### src/rtl/imem_pipe.sv
// Word-organised instruction RAM with a byte-enabled program port and an
// elastic, flushable fetch port of LAT stages (valid/ready on both sides).
module imem_pipe #(
  parameter int          ADDR_W = 5,
  parameter int          LAT    = 1,
  parameter logic [31:0] BASE   = 32'h0000_0000
) (
  input  logic              clk,
  input  logic              rst_n,
  input  logic              wr_en,
  input  logic [ADDR_W-1:0] wr_addr,
  input  logic [3:0]        wr_be,
  input  logic [31:0]       wr_data,
  input  logic              req_valid,
  output logic              req_ready,
  input  logic [31:0]       req_addr,
  output logic              rsp_valid,
  input  logic              rsp_ready,
  output logic [31:0]       rsp_data,
  output logic              rsp_err,
  input  logic              flush
);

  localparam int          DEPTH = 1 << ADDR_W;
  localparam logic [32:0] SPAN  = 33'(DEPTH) << 2;

  logic [31:0]       mem [DEPTH];

  logic [31:0]       off;
  logic              misaligned;
  logic              out_of_range;
  logic              req_err;
  logic              accept;
  logic              advance;
  logic [ADDR_W-1:0] rd_idx;
  logic [31:0]       rd_word;
  logic [31:0]       rd_merged;
  logic [31:0]       stage1_data;

  logic              valid_reg [1:LAT];
  logic [31:0]       data_reg  [1:LAT];
  logic              err_reg   [1:LAT];

  // Wrapping subtraction folds "below BASE" into the out-of-range test.
  assign off          = req_addr - BASE;
  assign misaligned   = (req_addr[1:0] != 2'b00);
  assign out_of_range = ({1'b0, off} >= SPAN);
  assign req_err      = misaligned || out_of_range;
  assign rd_idx       = off[ADDR_W+1:2];

  assign advance   = !valid_reg[LAT] || rsp_ready;
  assign req_ready = advance && !flush;
  assign accept    = req_valid && req_ready;

  assign rd_word = mem[rd_idx];

  // Write-first forwarding: a same-cycle write to the fetched word is merged per byte.
  for (genvar gi = 0; gi < 4; gi++) begin : g_merge
    assign rd_merged[8*gi +: 8] = (wr_en && wr_be[gi] && (wr_addr == rd_idx))
                                  ? wr_data[8*gi +: 8] : rd_word[8*gi +: 8];
  end

  assign stage1_data = (accept && !req_err) ? rd_merged : 32'h0;

  always_ff @(posedge clk) begin
    if (wr_en) begin
      for (int b = 0; b < 4; b++) begin
        if (wr_be[b]) mem[wr_addr][8*b +: 8] <= wr_data[8*b +: 8];
      end
    end
  end

  // Flush only drops valids; data/err hold so the outputs never glitch.
  always_ff @(posedge clk or negedge rst_n) begin
    if (!rst_n) begin
      for (int k = 1; k <= LAT; k++) begin
        valid_reg[k] <= 1'b0;
        data_reg[k]  <= 32'h0;
        err_reg[k]   <= 1'b0;
      end
    end else if (flush) begin
      for (int k = 1; k <= LAT; k++) valid_reg[k] <= 1'b0;
    end else if (advance) begin
      valid_reg[1] <= accept;
      data_reg[1]  <= stage1_data;
      err_reg[1]   <= accept && req_err;
      for (int k = 2; k <= LAT; k++) begin
        valid_reg[k] <= valid_reg[k-1];
        data_reg[k]  <= data_reg[k-1];
        err_reg[k]   <= err_reg[k-1];
      end
    end
  end

  assign rsp_valid = valid_reg[LAT];
  assign rsp_data  = data_reg[LAT];
  assign rsp_err   = err_reg[LAT];

endmodule

### config.mk
export PLATFORM = sky130hd
export DESIGN_NAME = imem_pipe
export DESIGN_NICKNAME = d
export VERILOG_FILES = /design/src/rtl/imem_pipe.sv
export SDC_FILE = /design/constraint.sdc
export NUM_CORES = 1
export LEC_CHECK = 0
export ABC_AREA = 1
export CORE_MARGIN = 10
export CORE_UTILIZATION = 25
export DETAILED_ROUTE_END_ITERATION = 10
export SLEW_MARGIN = 20
export SYNTH_ARGS = -nofsm -noshare
export SYNTH_HDL_FRONTEND = slang
export SYNTH_SLANG_ARGS = --single-unit
### constraint.sdc
create_clock -name clk -period 1.56 [get_ports clk]
set_input_delay 0.156 -clock clk [delete_from_list [all_inputs] [get_ports clk]]
set_output_delay 0.156 -clock clk [all_outputs]
set_load 0.1 [all_outputs]
; Word-level counts from Yosys, hierarchy flattened
; Memories as Yosys holds them, arrays and structs flattened.
; Index checks and enable logic that the tools add are counted.
[op_classes]
magnitude_cmp = 1
eq_ne = 1
mux = 19
bitwise_logic = 1
n_reduce_logical = 20
[ops]
columns = operator, count
row1 = $ge 32x8->1 const B, 1
row2 = $mux 32, 1
row3 = $mux 8, 4
row4 = $mux 1, 14
row5 = $logic_and 1x1->1, 12
row6 = $eq 5x5->1, 1
row7 = $reduce_bool 2->1, 2
row8 = $logic_not 1->1, 3
row9 = $logic_or 1x1->1, 2
row10 = $reduce_and 2->1, 1
row11 = $not 1->1, 1
[totals]
register_bits = 34
mem_bits_rw = 1024
input_bits = 79
out_inout_bits = 35
elab_cells = 46
mem_count = 1
[memory_table]
columns = name, depth, word_bits, read_ports, rd_ports_with_merged_regs, wr, line
row1 = mem, 32, 32, 1, 0, 1, 27  ; logic [31:0] mem [DEPTH];

; Logic depth before layout (Yosys ltp)
[depth]
ltp_word = 6
mapped_depth = 13
ltp_nobuf = 11

; Worst setup path before layout
; No wires, ideal clock.
[synth_timing]
path_type = register to register
startpoint = register valid_reg, in the netlist rsp_valid
endpoint = register data_reg, in the netlist rsp_data[0]
setup_time_ps = 68
arrival_ps = 2607
setup_slack_ps = -1115
stages_incl_launch_ff = 9
n_path_buf = 1
path_cell_list = dfrtp_1 > a21oi_2 > nand2_1 > nor2_1 > clkbuf_1 > o21ai_0 > inv_1 > nand2_1 > nand2_1
[synth_via]
elab_chain_cells = 6
word_cells_on_any_way = 7
classes_between = mux (1) / reduce/logical (6)
[synth_rtl]
columns = item, line
row1 = start: declaration, 40  ; logic valid_reg [1:LAT];
row2 = start signal: indexed assignment, 88  ; valid_reg[k] <= valid_reg[k-1];
row3 = $logic_not 1->1, 51  ; assign advance = !valid_reg[LAT] || rsp_ready;
row4 = $logic_or 1x1->1, 51
row5 = $logic_and 1x1->1, 52  ; assign req_ready = advance && !flush;
row6 = net req_ready, 15  ; output logic req_ready,
row7 = $logic_and 1x1->1, 53  ; assign accept = req_valid && req_ready;
row8 = $logic_and 1x1->1, 63  ; assign stage1_data = (accept && !req_err) ? rd_merged : 32'h0;
row9 = $mux 32, 63
row10 = end signal: indexed assignment, 89  ; data_reg[k] <= data_reg[k-1];
row11 = end: declaration, 41  ; logic [31:0] data_reg [1:LAT];
; The timed path passes the listed nets, and every way through them passes these cells.
; A chain may end at the register's enable or synchronous reset.

; Worst setup path in the final report
[layout_timing]
startpoint = register valid_reg, in the netlist rsp_valid
endpoint = output port req_ready
[layout_via]
elab_chain_cells = 3
[layout_rtl]
columns = item, line
row1 = $logic_not 1->1, 51
row2 = $logic_or 1x1->1, 51
row3 = $logic_and 1x1->1, 52
row4 = end: declaration, 15
; No other way between the ends.

==> metrics.txt <==
mean post-synth cell area 11.6 um^2; Worst path max stage delay 0.49 ns; complex-gate fraction of the synthesized area 0.00413; final cycle utilization of the critical path 1.12; Critical R2R Capture rsp_data[10]; PortBufs 113; Worst EP arrival 1.60 ns; VDD IR max 0.816 mV; crit-path cells a21oi_4 > buf_6 > buf_12; global-route wire length before repair 185000 um; syn nets 3808; worst-case clock buffer depth 3; Routed Antenna Nets 0; Synth Register Bits 1058; initial drt markers 2475; count leader, synth nand2_1; DRT Pass-1 Iters 6; DRC viols 0; outcome complete, but fails checks; register area share after synthesis 0.730; minimum clock period after layout 1.75 ns; CTS Buf Count 99; fin area 54400 um^2; Worst Hold Class in -> reg; number of synthesized flops with an enable pin 1024; Setup crit start rsp_valid; main combinational cell family by area after synthesis simple AND/OR/NAND/NOR gates; Adder-Cell Fraction of Synth Area 0; WHS Path Cells 2; PwrDens 1110 nW/um^2; max frequency 0.571 GHz; Hold Fails Final Rpt 0; largest net degree at the start of global routing 60; initial antenna violation count 3; Slew Viols, Final 0; fill cell count 17183; Syn Inst Count 3729; unrepaired setup endpoints after global routing yes; share of layout cells above drive strength 1 0.152; initial core utilization 0.252; I/O pins 114; max_slew headroom 0.537; Synth top area share 0.711; Nets 4199; dominant cells by area after synthesis edfxtp_1 71%, nand3_1 11%, nand2_1 10%; Wirelength per Cell 19.1 um; xor/xnor share of the synthesized area 0.000810; Area Growth Syn to Fin 25.6%; Worst-Margin Slew 0.692 ns; RePlAce Congestion 0.860; Via Count 29581; synthesized cell area 43300 um^2; CP max-delay cell dfrtp_4; max cap viols 0; CTS tree built; ys async rst share 0.0321; clock latency on the worst-skew pair 0.70 ns; post-route setup slack -0.193 ns; Via density 4.54; Die Y 436 um; CP required 1.40 ns; vias in the first global route 29018; Post-Route Utilization 0.316; Synth Area in Simple Gates 0.232; r2r startpoint rsp_valid; CTS Root Buffer Type clkbuf_16; Yosys top cell by area edfxtp_1; core region area 172000 um^2; number of clock sinks 1058; Site Rows 152; die area 190000 um^2; Post-DP Area 50900 um^2; Critical Path End Type output pin; total power 60.4 mW; CP Class reg -> out; Routed WL 124000 um; # setup viols final 34; GRT Util Overall 0.125; crit path launch type flop; reg2reg setup slack -0.12 ns; crit path max fanout 2; grt ovf 0; Synth Flop Type edfxtp_1; hold path start flush; R2R depth 11; DP HPWL 82100 um; Leak 19.9 nW; yosys warns 0; Post-synth top cells 1178 x nand2_1, 1024 x edfxtp_1, 987 x nand3_1; die width 436 um; Worst-path clk slew 0.06 ns; clock skew 0.0187 ns; failing checks setup timing; post-synth cell types 22; Hold Path End rsp_valid; multiplexer area fraction after synthesis 0; number of H-tree levels 3
critical path: cells and delay by family (launching register included):
| family | cells | cell delay, ns |
|---|---|---|
| AOI/OAI and AO/OA | 1 | 0.14 |
| buffers and inverters | 2 | 0.28 |
| DFF | 1 | 0.49 |
registers in the layout (all words and copies together) (netlist names):
signal     count
rsp_err        1
mem         1024
rsp_data      32
rsp_valid      1
cells in the final DEF (no fill, tap or decap), types with 22 or more instances in the layout:
master,instances
buf_12,143
buf_4,304
clkbuf_16,103
clkdlybuf4s50_1,70
clkinv_2,22
dfrtp_1,30
edfxtp_1,1024
inv_1,57
nand2_1,1163
nand3_1,987
nor2_1,145
o21ai_1,27
through the flow:
step,hold slack (ns),instances,worst slack [ns],TNS (ns)
after floorplan,-0.140,3729,-0.411,-13.22
after global placement,0.102,6320,-1.10,-708.92
after detailed placement,0.103,6320,-0.888,-665.89
after CTS,0.0271,6507,-0.252,-3.10
after global routing,0.105,6508,-0.243,-4.87
final,0.108,6509,-0.193,-2.38
final cells by class:
cell class / instances / area [um^2] / area share
Antenna cell: 1 / 2.50 / 0.0000460
Clock buffer: 120 / 2650 / 0.0488
Clock inverter: 59 / 614 / 0.0113
Inverter: 61 / 255 / 0.00470
Multi-Input combinational cell: 2369 / 10300 / 0.190
Sequential cell: 1058 / 31600 / 0.582
Tap cell: 2310 / 2890 / 0.0532
Timing Repair Buffer: 531 / 6020 / 0.111
worst max-delay path by stage:
stage / endpoint / slack [ns]
finish: req_ready / -0.19
CTS: req_ready / -0.25
detailed placement: mem[25][17] / -0.89
global placement: mem[25][22] / -1.10
floorplan: rsp_data[0] / -0.41
global route: req_ready / -0.24
metal layers:
layer	wire, um	up-vias	global-route usage
li1	-	13889	-
met1	50400	14418	0.156
met2	59700	1024	0.209
met3	7990	246	0.0210
met4	6130	4	0.0631
met5	27	-	0
cell families after synthesis:
logic type	Yosys count
xor+xnor	4
buf+inv	302
compound gates	35
flops	1058
simple gates	2330
repair_timing:
action / 4_1_cts / 5_1_grt
setup endpoints to repair: 209 / 73
buffers inserted: 4 / 0
cloned: 1 / 1
pin swaps: 1 / 1
endpoints found under the hold margin: 34 / 0
hold buffers: 3 / 0
gates resized for setup: 25 / 11
power by group:
part | leakage (nW) | switching (mW) | total [mW] | internal [mW]
registers | 9.68 | 0.0522 | 31.4 | 31.3
logic | 8.62 | 2.95 | 4.56 | 1.61
clock network | 1.60 | 10.6 | 24.5 | 13.9
total | 19.9 | 13.6 | 60.4 | 46.9
Note: power is estimated with default switching activity, not from simulation.
